## config.mk

```make
export PLATFORM = sky130hd
export DESIGN_NAME = uart_reg_bridge
export DESIGN_NICKNAME = d
export VERILOG_FILES = /design/src/rtl/uart_pkg.sv /design/src/rtl/uart_word_fifo.sv /design/src/rtl/uart_reg_bridge.sv
export SDC_FILE = /design/constraint.sdc
export NUM_CORES = 1
export LEC_CHECK = 0
export CAP_MARGIN = 20
export CORE_MARGIN = 5
export CORE_UTILIZATION = 55
export DETAILED_ROUTE_END_ITERATION = 10
export GPL_ROUTABILITY_DRIVEN = 0
export GPL_TIMING_DRIVEN = 0
export HOLD_SLACK_MARGIN = 0.05
export PLACE_DENSITY = 0.77
export SETUP_SLACK_MARGIN = 0.5
export SYNTH_ARGS = -nofsm -noshare
export SYNTH_HDL_FRONTEND = slang
export SYNTH_SLANG_ARGS = --single-unit
```

## constraint.sdc

```tcl
create_clock -name sys_clk -period 4.33 [get_ports sys_clk]
set_clock_uncertainty 0.1 [all_clocks]
set_input_delay 1.0825 -clock sys_clk [delete_from_list [all_inputs] [get_ports sys_clk]]
set_output_delay 1.0825 -clock sys_clk [all_outputs]
set_load 0.01 [all_outputs]
```

## src/rtl/uart_pkg.sv

```systemverilog
// Shared types and helpers for the UART register bridge.
package uart_pkg;

  // Serializer / deserializer state encoding (PARITY only reached when
  // the UART_PARITY_EN build option is set).
  typedef enum logic [2:0] {
    UART_IDLE,
    UART_START,
    UART_DATA,
    UART_PARITY,
    UART_STOP
  } uart_state_e;

  // Clocks per bit-time, truncated; clock given in MHz.
  function automatic int clks_per_bit(input int clk_fre_mhz, input int bps);
    longint unsigned num;
    num = longint'(clk_fre_mhz) * 64'd1000000;
    return int'(num / longint'(bps));
  endfunction

endpackage

```

## src/rtl/uart_word_fifo.sv

```systemverilog
// Word FIFO for the TX path. Show-ahead read port; push while full and
// pop while empty are ignored. DEPTH must be a power of 2, >= 2.
module uart_word_fifo #(
  parameter int WIDTH = 32,
  parameter int DEPTH = 16
) (
  input  logic             clk,
  input  logic             rst_n,
  input  logic             push,
  input  logic [WIDTH-1:0] din,
  input  logic             pop,
  output logic [WIDTH-1:0] dout,
  output logic             full,
  output logic             empty
);

  localparam int AW = $clog2(DEPTH);

  logic [AW:0]      wr_ptr_q, wr_ptr_d;
  logic [AW:0]      rd_ptr_q, rd_ptr_d;
  logic [WIDTH-1:0] mem_q [DEPTH];
  logic             do_push, do_pop;

  assign empty   = (wr_ptr_q == rd_ptr_q);
  assign full    = (wr_ptr_q[AW] != rd_ptr_q[AW]) &&
                   (wr_ptr_q[AW-1:0] == rd_ptr_q[AW-1:0]);
  assign do_push = push && !full;
  assign do_pop  = pop && !empty;
  assign dout    = mem_q[rd_ptr_q[AW-1:0]];

  // Pointer advance; the extra MSB distinguishes full from empty.
  always_comb begin
    wr_ptr_d = do_push ? wr_ptr_q + (AW+1)'(1) : wr_ptr_q;
    rd_ptr_d = do_pop  ? rd_ptr_q + (AW+1)'(1) : rd_ptr_q;
  end

  // Pointer registers.
  always_ff @(posedge clk or negedge rst_n) begin
    if (!rst_n) begin
      wr_ptr_q <= '0;
      rd_ptr_q <= '0;
    end else begin
      wr_ptr_q <= wr_ptr_d;
      rd_ptr_q <= rd_ptr_d;
    end
  end

  // Storage needs no reset: the pointers define what is valid.
  always_ff @(posedge clk) begin
    if (do_push) mem_q[wr_ptr_q[AW-1:0]] <= din;
  end

endmodule

```

## src/rtl/uart_reg_bridge.sv

```systemverilog
// UART <-> register-word bridge: buffered word TX, word-assembling RX.
// Build option: define UART_PARITY_EN for 8E1 framing (default 8N1).
module uart_reg_bridge
  import uart_pkg::*;
#(
  parameter int CLK_FRE       = 50,
  parameter int BPS           = 115200,
  parameter int IDLE_CYCLE    = 20,
  parameter int REG_WIDTH     = 32,
  parameter int TX_FIFO_DEPTH = 16,
  parameter int MSB_FIRST     = 0
) (
  input  logic                 sys_clk,
  input  logic                 rst_n,
  input  logic                 uart_rx,
  output logic                 uart_tx,
  input  logic [REG_WIDTH-1:0] uart_tx_reg,
  input  logic                 uart_tx_en,
  output logic                 uart_tx_full,
  output logic                 uart_tx_drop,
  output logic                 uart_tx_busy,
  output logic [REG_WIDTH-1:0] uart_rx_reg,
  output logic                 uart_rx_ready,
  output logic                 uart_rx_err
);

  localparam int CLKS_PER_BIT = clks_per_bit(CLK_FRE, BPS);
  localparam int NBYTES       = REG_WIDTH / 8;
  localparam int CNT_W        = $clog2(CLKS_PER_BIT + 1);
  localparam int BCNT_W       = $clog2(NBYTES + 1);
  localparam int IDLE_CLKS    = IDLE_CYCLE * CLKS_PER_BIT;
  localparam int IDLE_W       = $clog2(IDLE_CLKS + 1);

  localparam logic [CNT_W-1:0]  BIT_END   = CNT_W'(CLKS_PER_BIT - 1);
  localparam logic [CNT_W-1:0]  HALF_END  = CNT_W'(CLKS_PER_BIT / 2 - 1);
  localparam logic [BCNT_W-1:0] LAST_BYTE = BCNT_W'(NBYTES - 1);
  localparam logic [IDLE_W-1:0] IDLE_END  = IDLE_W'(IDLE_CLKS - 1);

  // ---------------------------------------------------------------- TX
  uart_state_e          tx_state_q, tx_state_d;
  logic [CNT_W-1:0]     tx_cnt_q, tx_cnt_d;
  logic [2:0]           tx_bit_q, tx_bit_d;
  logic [BCNT_W-1:0]    tx_byte_q, tx_byte_d;
  logic [REG_WIDTH-1:0] tx_word_q, tx_word_d;
  logic                 tx_q, tx_d;
  logic                 drop_q, drop_d;
  logic                 fifo_pop, fifo_full, fifo_empty;
  logic [REG_WIDTH-1:0] fifo_dout;
  logic [7:0]           tx_cur;
  logic [2:0]           tx_nbit;
  logic                 tx_bit_end;

  uart_word_fifo #(
    .WIDTH (REG_WIDTH),
    .DEPTH (TX_FIFO_DEPTH)
  ) u_tx_fifo (
    .clk   (sys_clk),
    .rst_n (rst_n),
    .push  (uart_tx_en),
    .din   (uart_tx_reg),
    .pop   (fifo_pop),
    .dout  (fifo_dout),
    .full  (fifo_full),
    .empty (fifo_empty)
  );

  // The byte on the wire always sits at the outgoing end of tx_word_q.
  assign tx_cur     = (MSB_FIRST != 0) ? tx_word_q[REG_WIDTH-1 -: 8] : tx_word_q[7:0];
  assign tx_nbit    = tx_bit_q + 3'd1;
  assign tx_bit_end = (tx_cnt_q == BIT_END);

  assign uart_tx      = tx_q;
  assign uart_tx_full = fifo_full;
  assign uart_tx_drop = drop_q;
  assign uart_tx_busy = (tx_state_q != UART_IDLE) || !fifo_empty;

  // Serializer next state; tx_d is the line level for the coming bit, so
  // the output is registered and glitch-free.
  always_comb begin
    tx_state_d = tx_state_q;
    tx_cnt_d   = (tx_state_q == UART_IDLE || tx_bit_end) ? '0 : tx_cnt_q + CNT_W'(1);
    tx_bit_d   = tx_bit_q;
    tx_byte_d  = tx_byte_q;
    tx_word_d  = tx_word_q;
    tx_d       = tx_q;
    drop_d     = uart_tx_en && fifo_full;
    fifo_pop   = 1'b0;
    case (tx_state_q)
      UART_IDLE: begin
        tx_d = 1'b1;
        if (!fifo_empty) begin
          fifo_pop   = 1'b1;
          tx_word_d  = fifo_dout;
          tx_byte_d  = '0;
          tx_state_d = UART_START;
          tx_d       = 1'b0;
        end
      end
      UART_START: begin
        if (tx_bit_end) begin
          tx_bit_d   = 3'd0;
          tx_state_d = UART_DATA;
          tx_d       = tx_cur[0];
        end
      end
      UART_DATA: begin
        if (tx_bit_end) begin
          if (tx_bit_q == 3'd7) begin
`ifdef UART_PARITY_EN
            tx_state_d = UART_PARITY;
            tx_d       = ^tx_cur;
`else
            tx_state_d = UART_STOP;
            tx_d       = 1'b1;
`endif
          end else begin
            tx_bit_d = tx_nbit;
            tx_d     = tx_cur[tx_nbit];
          end
        end
      end
`ifdef UART_PARITY_EN
      UART_PARITY: begin
        if (tx_bit_end) begin
          tx_state_d = UART_STOP;
          tx_d       = 1'b1;
        end
      end
`endif
      UART_STOP: begin
        if (tx_bit_end) begin
          if (tx_byte_q == LAST_BYTE) begin
            if (!fifo_empty) begin
              fifo_pop   = 1'b1;
              tx_word_d  = fifo_dout;
              tx_byte_d  = '0;
              tx_state_d = UART_START;
              tx_d       = 1'b0;
            end else begin
              tx_state_d = UART_IDLE;
              tx_d       = 1'b1;
            end
          end else begin
            tx_byte_d  = tx_byte_q + BCNT_W'(1);
            tx_word_d  = (MSB_FIRST != 0) ? (tx_word_q << 8) : (tx_word_q >> 8);
            tx_state_d = UART_START;
            tx_d       = 1'b0;
          end
        end
      end
      default: begin
        tx_state_d = UART_IDLE;
        tx_d       = 1'b1;
      end
    endcase
  end

  // Serializer registers.
  always_ff @(posedge sys_clk or negedge rst_n) begin
    if (!rst_n) begin
      tx_state_q <= UART_IDLE;
      tx_cnt_q   <= '0;
      tx_bit_q   <= '0;
      tx_byte_q  <= '0;
      tx_word_q  <= '0;
      tx_q       <= 1'b1;
      drop_q     <= 1'b0;
    end else begin
      tx_state_q <= tx_state_d;
      tx_cnt_q   <= tx_cnt_d;
      tx_bit_q   <= tx_bit_d;
      tx_byte_q  <= tx_byte_d;
      tx_word_q  <= tx_word_d;
      tx_q       <= tx_d;
      drop_q     <= drop_d;
    end
  end

  // ---------------------------------------------------------------- RX
  logic                 rx_s1_q, rx_s2_q, rx_prev_q;
  uart_state_e          rx_state_q, rx_state_d;
  logic [CNT_W-1:0]     rx_cnt_q, rx_cnt_d;
  logic [2:0]           rx_bit_q, rx_bit_d;
  logic [7:0]           rx_byte_q, rx_byte_d;
  logic [BCNT_W-1:0]    rx_nbytes_q, rx_nbytes_d;
  logic [REG_WIDTH-1:0] rx_word_q, rx_word_d;
  logic [REG_WIDTH-1:0] rx_reg_q, rx_reg_d;
  logic                 rx_rdy_q, rx_rdy_d;
  logic                 rx_err_q, rx_err_d;
  logic [IDLE_W-1:0]    idle_cnt_q, idle_cnt_d;
  logic                 rx_fall, rx_end, rx_good;
  logic [REG_WIDTH-1:0] rx_word_new;
`ifdef UART_PARITY_EN
  logic                 rx_par_q, rx_par_d;
`endif

  assign rx_fall = rx_prev_q && !rx_s2_q;
  assign rx_end  = (rx_state_q == UART_START) ? (rx_cnt_q == HALF_END) : (rx_cnt_q == BIT_END);
`ifdef UART_PARITY_EN
  assign rx_good = rx_s2_q && (rx_par_q == ^rx_byte_q);
`else
  assign rx_good = rx_s2_q;
`endif
  // Byte 0 on the wire ends in bits 7:0 (or the top byte with MSB_FIRST).
  assign rx_word_new = (MSB_FIRST != 0) ?
      ((rx_word_q << 8) | REG_WIDTH'(rx_byte_q)) :
      ((rx_word_q >> 8) | (REG_WIDTH'(rx_byte_q) << (REG_WIDTH - 8)));

  assign uart_rx_reg   = rx_reg_q;
  assign uart_rx_ready = rx_rdy_q;
  assign uart_rx_err   = rx_err_q;

  // Deserializer next state plus partial-word idle timeout.
  always_comb begin
    rx_state_d  = rx_state_q;
    rx_cnt_d    = (rx_state_q == UART_IDLE || rx_end) ? '0 : rx_cnt_q + CNT_W'(1);
    rx_bit_d    = rx_bit_q;
    rx_byte_d   = rx_byte_q;
    rx_nbytes_d = rx_nbytes_q;
    rx_word_d   = rx_word_q;
    rx_reg_d    = rx_reg_q;
    rx_rdy_d    = 1'b0;
    rx_err_d    = 1'b0;
    idle_cnt_d  = '0;
`ifdef UART_PARITY_EN
    rx_par_d    = rx_par_q;
`endif
    case (rx_state_q)
      UART_IDLE: begin
        if (rx_fall) rx_state_d = UART_START;
        if (rx_nbytes_q != '0 && rx_s2_q) begin
          if (idle_cnt_q == IDLE_END) begin
            rx_nbytes_d = '0;
            rx_err_d    = 1'b1;
          end else begin
            idle_cnt_d = idle_cnt_q + IDLE_W'(1);
          end
        end
      end
      UART_START: begin
        if (rx_end) begin
          rx_bit_d   = 3'd0;
          rx_state_d = rx_s2_q ? UART_IDLE : UART_DATA;
        end
      end
      UART_DATA: begin
        if (rx_end) begin
          rx_byte_d = {rx_s2_q, rx_byte_q[7:1]};
          rx_bit_d  = rx_bit_q + 3'd1;
          if (rx_bit_q == 3'd7) begin
`ifdef UART_PARITY_EN
            rx_state_d = UART_PARITY;
`else
            rx_state_d = UART_STOP;
`endif
          end
        end
      end
`ifdef UART_PARITY_EN
      UART_PARITY: begin
        if (rx_end) begin
          rx_par_d   = rx_s2_q;
          rx_state_d = UART_STOP;
        end
      end
`endif
      UART_STOP: begin
        if (rx_end) begin
          rx_state_d = UART_IDLE;
          if (rx_good) begin
            rx_word_d = rx_word_new;
            if (rx_nbytes_q == LAST_BYTE) begin
              rx_reg_d    = rx_word_new;
              rx_rdy_d    = 1'b1;
              rx_nbytes_d = '0;
            end else begin
              rx_nbytes_d = rx_nbytes_q + BCNT_W'(1);
            end
          end else begin
            rx_err_d = 1'b1;
          end
        end
      end
      default: rx_state_d = UART_IDLE;
    endcase
  end

  // Synchronizer and deserializer registers.
  always_ff @(posedge sys_clk or negedge rst_n) begin
    if (!rst_n) begin
      rx_s1_q     <= 1'b1;
      rx_s2_q     <= 1'b1;
      rx_prev_q   <= 1'b1;
      rx_state_q  <= UART_IDLE;
      rx_cnt_q    <= '0;
      rx_bit_q    <= '0;
      rx_byte_q   <= '0;
      rx_nbytes_q <= '0;
      rx_word_q   <= '0;
      rx_reg_q    <= '0;
      rx_rdy_q    <= 1'b0;
      rx_err_q    <= 1'b0;
      idle_cnt_q  <= '0;
`ifdef UART_PARITY_EN
      rx_par_q    <= 1'b0;
`endif
    end else begin
      rx_s1_q     <= uart_rx;
      rx_s2_q     <= rx_s1_q;
      rx_prev_q   <= rx_s2_q;
      rx_state_q  <= rx_state_d;
      rx_cnt_q    <= rx_cnt_d;
      rx_bit_q    <= rx_bit_d;
      rx_byte_q   <= rx_byte_d;
      rx_nbytes_q <= rx_nbytes_d;
      rx_word_q   <= rx_word_d;
      rx_reg_q    <= rx_reg_d;
      rx_rdy_q    <= rx_rdy_d;
      rx_err_q    <= rx_err_d;
      idle_cnt_q  <= idle_cnt_d;
`ifdef UART_PARITY_EN
      rx_par_q    <= rx_par_d;
`endif
    end
  end

endmodule
```

Word level (Yosys, flattened, before mapping)
Memories as Yosys holds them, arrays and structs flattened.
Index checks and enable logic that the tools add are counted.
Storage, ports and cells
  register bits: 171
  memory bits (writable): 512
  bits of input ports: 36
  output and inout port bits: 38
  word-level logic and storage cells: 160
  memories kept: 1
Memories
  u_tx_fifo.mem_q: depth 16, width 32, rd ports 1, clocked after memory_dff 0, wr ports 1, line uart_word_fifo.sv:21  | logic [WIDTH-1:0] mem_q [DEPTH];
Operators by class
  add/sub/neg operators: 9
  order comparisons: 1
  equal/unequal tests: 31
  multiplexer cells: 65
  bitwise operators: 1
  reductions and logical operators: 30
Operators with widths (count)
  $mux W32: 3
  $mux W3: 23
  $pmux W32 S2: 1
  $mux W14: 3
  $or A24 B32 Y32: 1
  $ne A2 B2 Y1 const B: 12
  $pmux W3 S2: 4
  $pmux W3 S4: 2
  $mux W1: 22
  $add A9 B1 Y9 const B: 2
  $eq A9 B9 Y1 const B: 2
  $mux W9: 2
  $reduce_and A5 Y1: 3
  $add A14 B1 Y14 const B: 1
  $eq A14 B14 Y1 const B: 1
  $add A3 B1 Y3 const B: 4
  $eq A3 B2 Y1 const B: 4
  $eq A3 B3 Y1 const B: 4
  $add A5 B1 Y5 const B: 2
  $eq A9 B8 Y1 const B: 1
  $reduce_and A3 Y1: 3
  $reduce_and A4 Y1: 2
  $reduce_bool A2 Y1: 4
  $eq A3 B1 Y1 const B: 2
  other kinds (15): 29

Logic depth before layout (Yosys ltp)
  depth after elaboration: 6
  mapped depth: 9
  gate-level depth less buffers: 7

Cells and area by module
Synthesis repeated with hierarchy kept, for this count alone.
Unflattened totals
  cell total of the unflattened synthesis: 1486
  area, all modules: 27009.7 um2
Modules (own cells, without submodules)
  uart_word_fifo: times used 1, cells each 930, area each 20158.1 um2, sequential area each 15625.0 um2
  uart_reg_bridge: times used 1, cells each 556, area each 6851.6 um2, sequential area each 3833.7 um2

Least setup slack after synthesis
OpenSTA, ideal clock, no wires.
  path type: input-to-reg
  from: in uart_tx_en
  to: mem u_tx_fifo.mem_q[3][0] (enable)
  library setup time: 0.461 ns
  arrival time: 3.794 ns
  data required time: 3.769 ns
  slack: -0.025 ns
  cell stages on the path: 5
  buffers on the path: 1
  cells stage by stage: inv_1 -> a21oi_1 -> clkbuf_1 -> nand2_1 -> nor3_1
Between the ends
  cells in the longest elaborated chain, start to end: 3
Ends and longest elaborated chain
  from (decl): line uart_reg_bridge.sv:18  | input logic uart_tx_en,
  $logic_and A1 B1 Y1: line uart_word_fifo.sv:27  | assign do_push = push && !full;
  $mux W1: line uart_word_fifo.sv:50  | if (do_push) mem_q[wr_ptr_q[AW-1:0]] <= din;
  $mux W1 (implied by the code): line uart_word_fifo.sv:50
  to (decl): line uart_word_fifo.sv:21
No other way between the ends.

Final worst setup path
  from: reg u_tx_fifo.rd_ptr_q[2]
  to: out uart_tx_full
Between the ends
  cells in the longest elaborated chain, start to end: 2
Ends and longest elaborated chain
  from (decl): line uart_word_fifo.sv:20  | logic [AW:0] rd_ptr_q, rd_ptr_d;
  from (signal assigned): line uart_word_fifo.sv:44  | rd_ptr_q <= rd_ptr_d;
  $eq A4 B4 Y1: line uart_word_fifo.sv:26  | (wr_ptr_q[AW-1:0] == rd_ptr_q[AW-1:0]);
  $logic_and A1 B1 Y1: line uart_word_fifo.sv:25  | assign full = (wr_ptr_q[AW] != rd_ptr_q[AW]) &&
  to (decl): line uart_reg_bridge.sv:19  | output logic uart_tx_full,
No other way between the ends.

==> results.sh <==
export IMPL_peakVddDrop_mv=0.421
export IMPL_ys_ff_latch=675
export IMPL_rows=80
export IMPL_place_inst=2066
export IMPL_wl_per_cell_um=25.9
export IMPL_n_antenna_cell=0
export IMPL_ys_top_cells_by_area="edfxtp_1 58%, dfrtp_1 15%, mux4_2 11%"
export IMPL_worstHoldPathType="reg2reg"
export IMPL_r2r_cells=7
export IMPL_antenna_found_initial=2
export IMPL_synth_edf_count=512
export IMPL_max_cap_violations=0
export IMPL_vias=13800
export IMPL_yosys_area_top_type="edfxtp_1"
export IMPL_ant_nets=0
export IMPL_final_cells=2192
export IMPL_totalNegativeSetupSlack_ns=0
export IMPL_cts_setup_buffers=0
export IMPL_hold_path_depth=0
export IMPL_cts_buffers=69
export IMPL_seq_area_frac_synth_pct=73.7
export IMPL_gr_total_overflow=0
export IMPL_reg2reg_slack_ns=1.02
export IMPL_reg2reg_to="tx_word_q[10]"
export IMPL_dieArea_um2=52500
export IMPL_grt_pass1_wl_mm=88.3
export IMPL_fillers=3112
export IMPL_die_h_um=229
export IMPL_rsz0062_at_grt="no"
export IMPL_grt_pass1_vias=14500
export IMPL_leakagePower_nw=10.6
export IMPL_worstMarginPinSlew_ns=1.00
export IMPL_drive_gt1_share_pct=24.9
export IMPL_synth_fp_nets=1412
export IMPL_grt_start_max_net_pins=107
export IMPL_min_delay_start="rx_s1_q"
export IMPL_cp_arrival_ns=2.48
export IMPL_syn_to_final_growth_pct=15.8
export IMPL_ys_async_sr_fraction_pct=24.1
export IMPL_regArea_um2=19500
export IMPL_vias_per_cell=6.29
export IMPL_ys_warn_count=0
export IMPL_finalHoldViolations=0
export IMPL_dp_hpwl_mm=34.8
export IMPL_postCtsHoldBufs=0
export IMPL_period_minus_slack_ns=3.66
export IMPL_min_to="rx_good"
export IMPL_die_x_um=229
export IMPL_grt_usage_pct=22.0
export IMPL_cp_start_kind="flip-flop"
export IMPL_cts_sinks=675
export IMPL_first_pass_iters=6
export IMPL_cp_max_fo=7
export IMPL_critical_path_class="reg2out"
export IMPL_fp_coreArea_um2=47600
export IMPL_start_util_pct=55.4
export IMPL_synthFlopType="edfxtp_1"
export IMPL_finalWirelength_mm=56.8
export IMPL_largest_reg_flops=512
export IMPL_h_tree_depth=3
export IMPL_path_clk_slew_ns=0.06
export IMPL_cp_end_kind="output port"
export IMPL_r2r_start="u_tx_fifo.rd_ptr_q[1]"
export IMPL_clk_latency_ns=0.61
export IMPL_cts_buffer_depth=3
export IMPL_cts_tree="yes"
export IMPL_ioPinCount=74
export IMPL_maxSlewViolCount=0
export IMPL_root_buffer="clkbuf_16"
export IMPL_min_period_over_period_pct=84.5
export IMPL_status="complete, no violations"
export IMPL_clock_fmax_ghz=0.273
export IMPL_first_iter_violations=1442
export IMPL_route_detailed_drc=0
export IMPL_syn_area_um2=26400
export IMPL_layout_nets=1574
export IMPL_synthCells=1360
export IMPL_powerDensity_nw_per_um2=594
export IMPL_syn_avg_cell_area_um2=19.4
export IMPL_synth_cell_types=67
export IMPL_multi_input_area_um2=6560
export IMPL_critical_path_required_ns=3.15
export IMPL_slew_headroom_pct=33.2
export IMPL_synth_top_area_share_pct=58.3
export IMPL_setup_viol=0
export IMPL_io_buffers=73
[cell usage after synthesis, drive strengths merged, types with 3 or more instances]
master,count
mux2i,12
o21a,3
mux2,67
a22o,9
nand4,9
ha,16
dfstp,4
nor2b,11
xor2,21
nand3,17
o22ai,49
a21oi,14
inv,18
edfxtp,512
xnor2,19
o221a,24
o21ai,33
clkbuf,44
and2,5
a211oi,9
nor3,10
nand2,19
o31ai,4
dfrtp,159
buf,29
nor2,47
mux4,130
and3,21
nand2b,8
a21o,3
[critical path, cell delays in order, from the launching register on]
cell             delay, ns
dfrtp_1               0.36
clkbuf_2              0.19
xnor2_1               0.24
nand4_1               0.24
nor2_1                0.25
clkdlybuf4s50_1       0.58
[routing by layer]
metal | share of wire (%) | global-route usage [%] | routed length, um | up-vias
met5 | 0.060 | 0 | 34 | -
met4 | 3.2 | 7.18 | 1830 | 4
met3 | 7.9 | 4.93 | 4460 | 141
met2 | 49 | 35.2 | 27600 | 658
met1 | 40 | 30.5 | 22900 | 7185
li1 | - | - | - | 5808
[cell type report]
| class | instances | area share (%) |
|---|---|---|
| Clock buffer | 93 | 6.18 |
| Buffer | 73 | 1.10 |
| Clock inverter | 33 | 1.17 |
| Multi-Input combinational cell | 594 | 21.5 |
| Inverter | 18 | 0.221 |
| Tap cell | 615 | 2.52 |
| Timing Repair Buffer | 91 | 3.68 |
| Sequential cell | 675 | 63.7 |
[logic make-up after synthesis]
family,count (synthesis),synth area share (%)
AO/OA/AOI/OAI,163,4.43
XOR/XNOR,40,1.33
adder cells (fa/ha/maj),16,0.759
buffers and inverters,91,1.51
flip-flops,675,73.7
multiplexers,209,14.8
AND/OR/NAND/NOR,166,3.40
[through the flow]
step	area (um^2)	utilization, %	power, W	setup WS (ns)	hold slack, ns
floorplan	26400	-	0.0109	0.951	0.245
global route	30600	64.1	0.0189	0.535	0.266
detailed placement	28300	59.4	0.0123	0.816	0.248
finish	30600	64.1	0.0181	0.671	0.262
CTS	30600	64.1	0.0182	0.511	0.264
global placement	27900	58.5	0.0121	-4.25	0.251
[where the power goes]
group	internal [W]	leakage (nW)	switching (W)	total (W)
Sequential	0.00773	6.76	0.000328	0.00806
Clock	0.00340	1.09	0.00247	0.00588
Combinational	0.00189	2.78	0.00233	0.00421
Total	0.0130	10.6	0.00513	0.0181
[cell usage in the layout (no fill, tap or decap), drive strengths merged, types with 8 or more instances in the layout]
cell,n
a21oi,14
a22o,9
nand2,19
a211oi,9
nor2,47
o22ai,49
edfxtp,512
nand3,17
ha,16
o21ai,33
clkinv,19
buf,48
xor2,21
dfrtp,159
inv,24
xnor2,19
clkbuf,137
o221a,24
mux4,130
and3,21
nor2b,11
nand2b,8
mux2,67
clkdlybuf4s50,71
nand4,9
mux2i,12
nor3,10
[how the worst max path moves through the flow]
stage | start | endpoint | slack, ns | depth (start not counted)
after floorplan | uart_tx_en | u_tx_fifo.mem_q[3][0] | 0.95 | 5
after global placement | rst_n | uart_rx_reg[4] | -4.25 | 1
after detailed placement | uart_tx_en | u_tx_fifo.mem_q[13][13] | 0.82 | 6
after CTS | u_tx_fifo.rd_ptr_q[2] | uart_tx_busy | 0.51 | 6
after global routing | u_tx_fifo.rd_ptr_q[2] | uart_tx_full | 0.53 | 5
final | u_tx_fifo.rd_ptr_q[2] | uart_tx_full | 0.67 | 5
[repair_timing]
action,4_1_cts,5_1_grt
resized for setup,3,2
endpoints found under the hold margin,0,0
setup endpoints to repair,1,1
(Power assumes the default switching activity.)
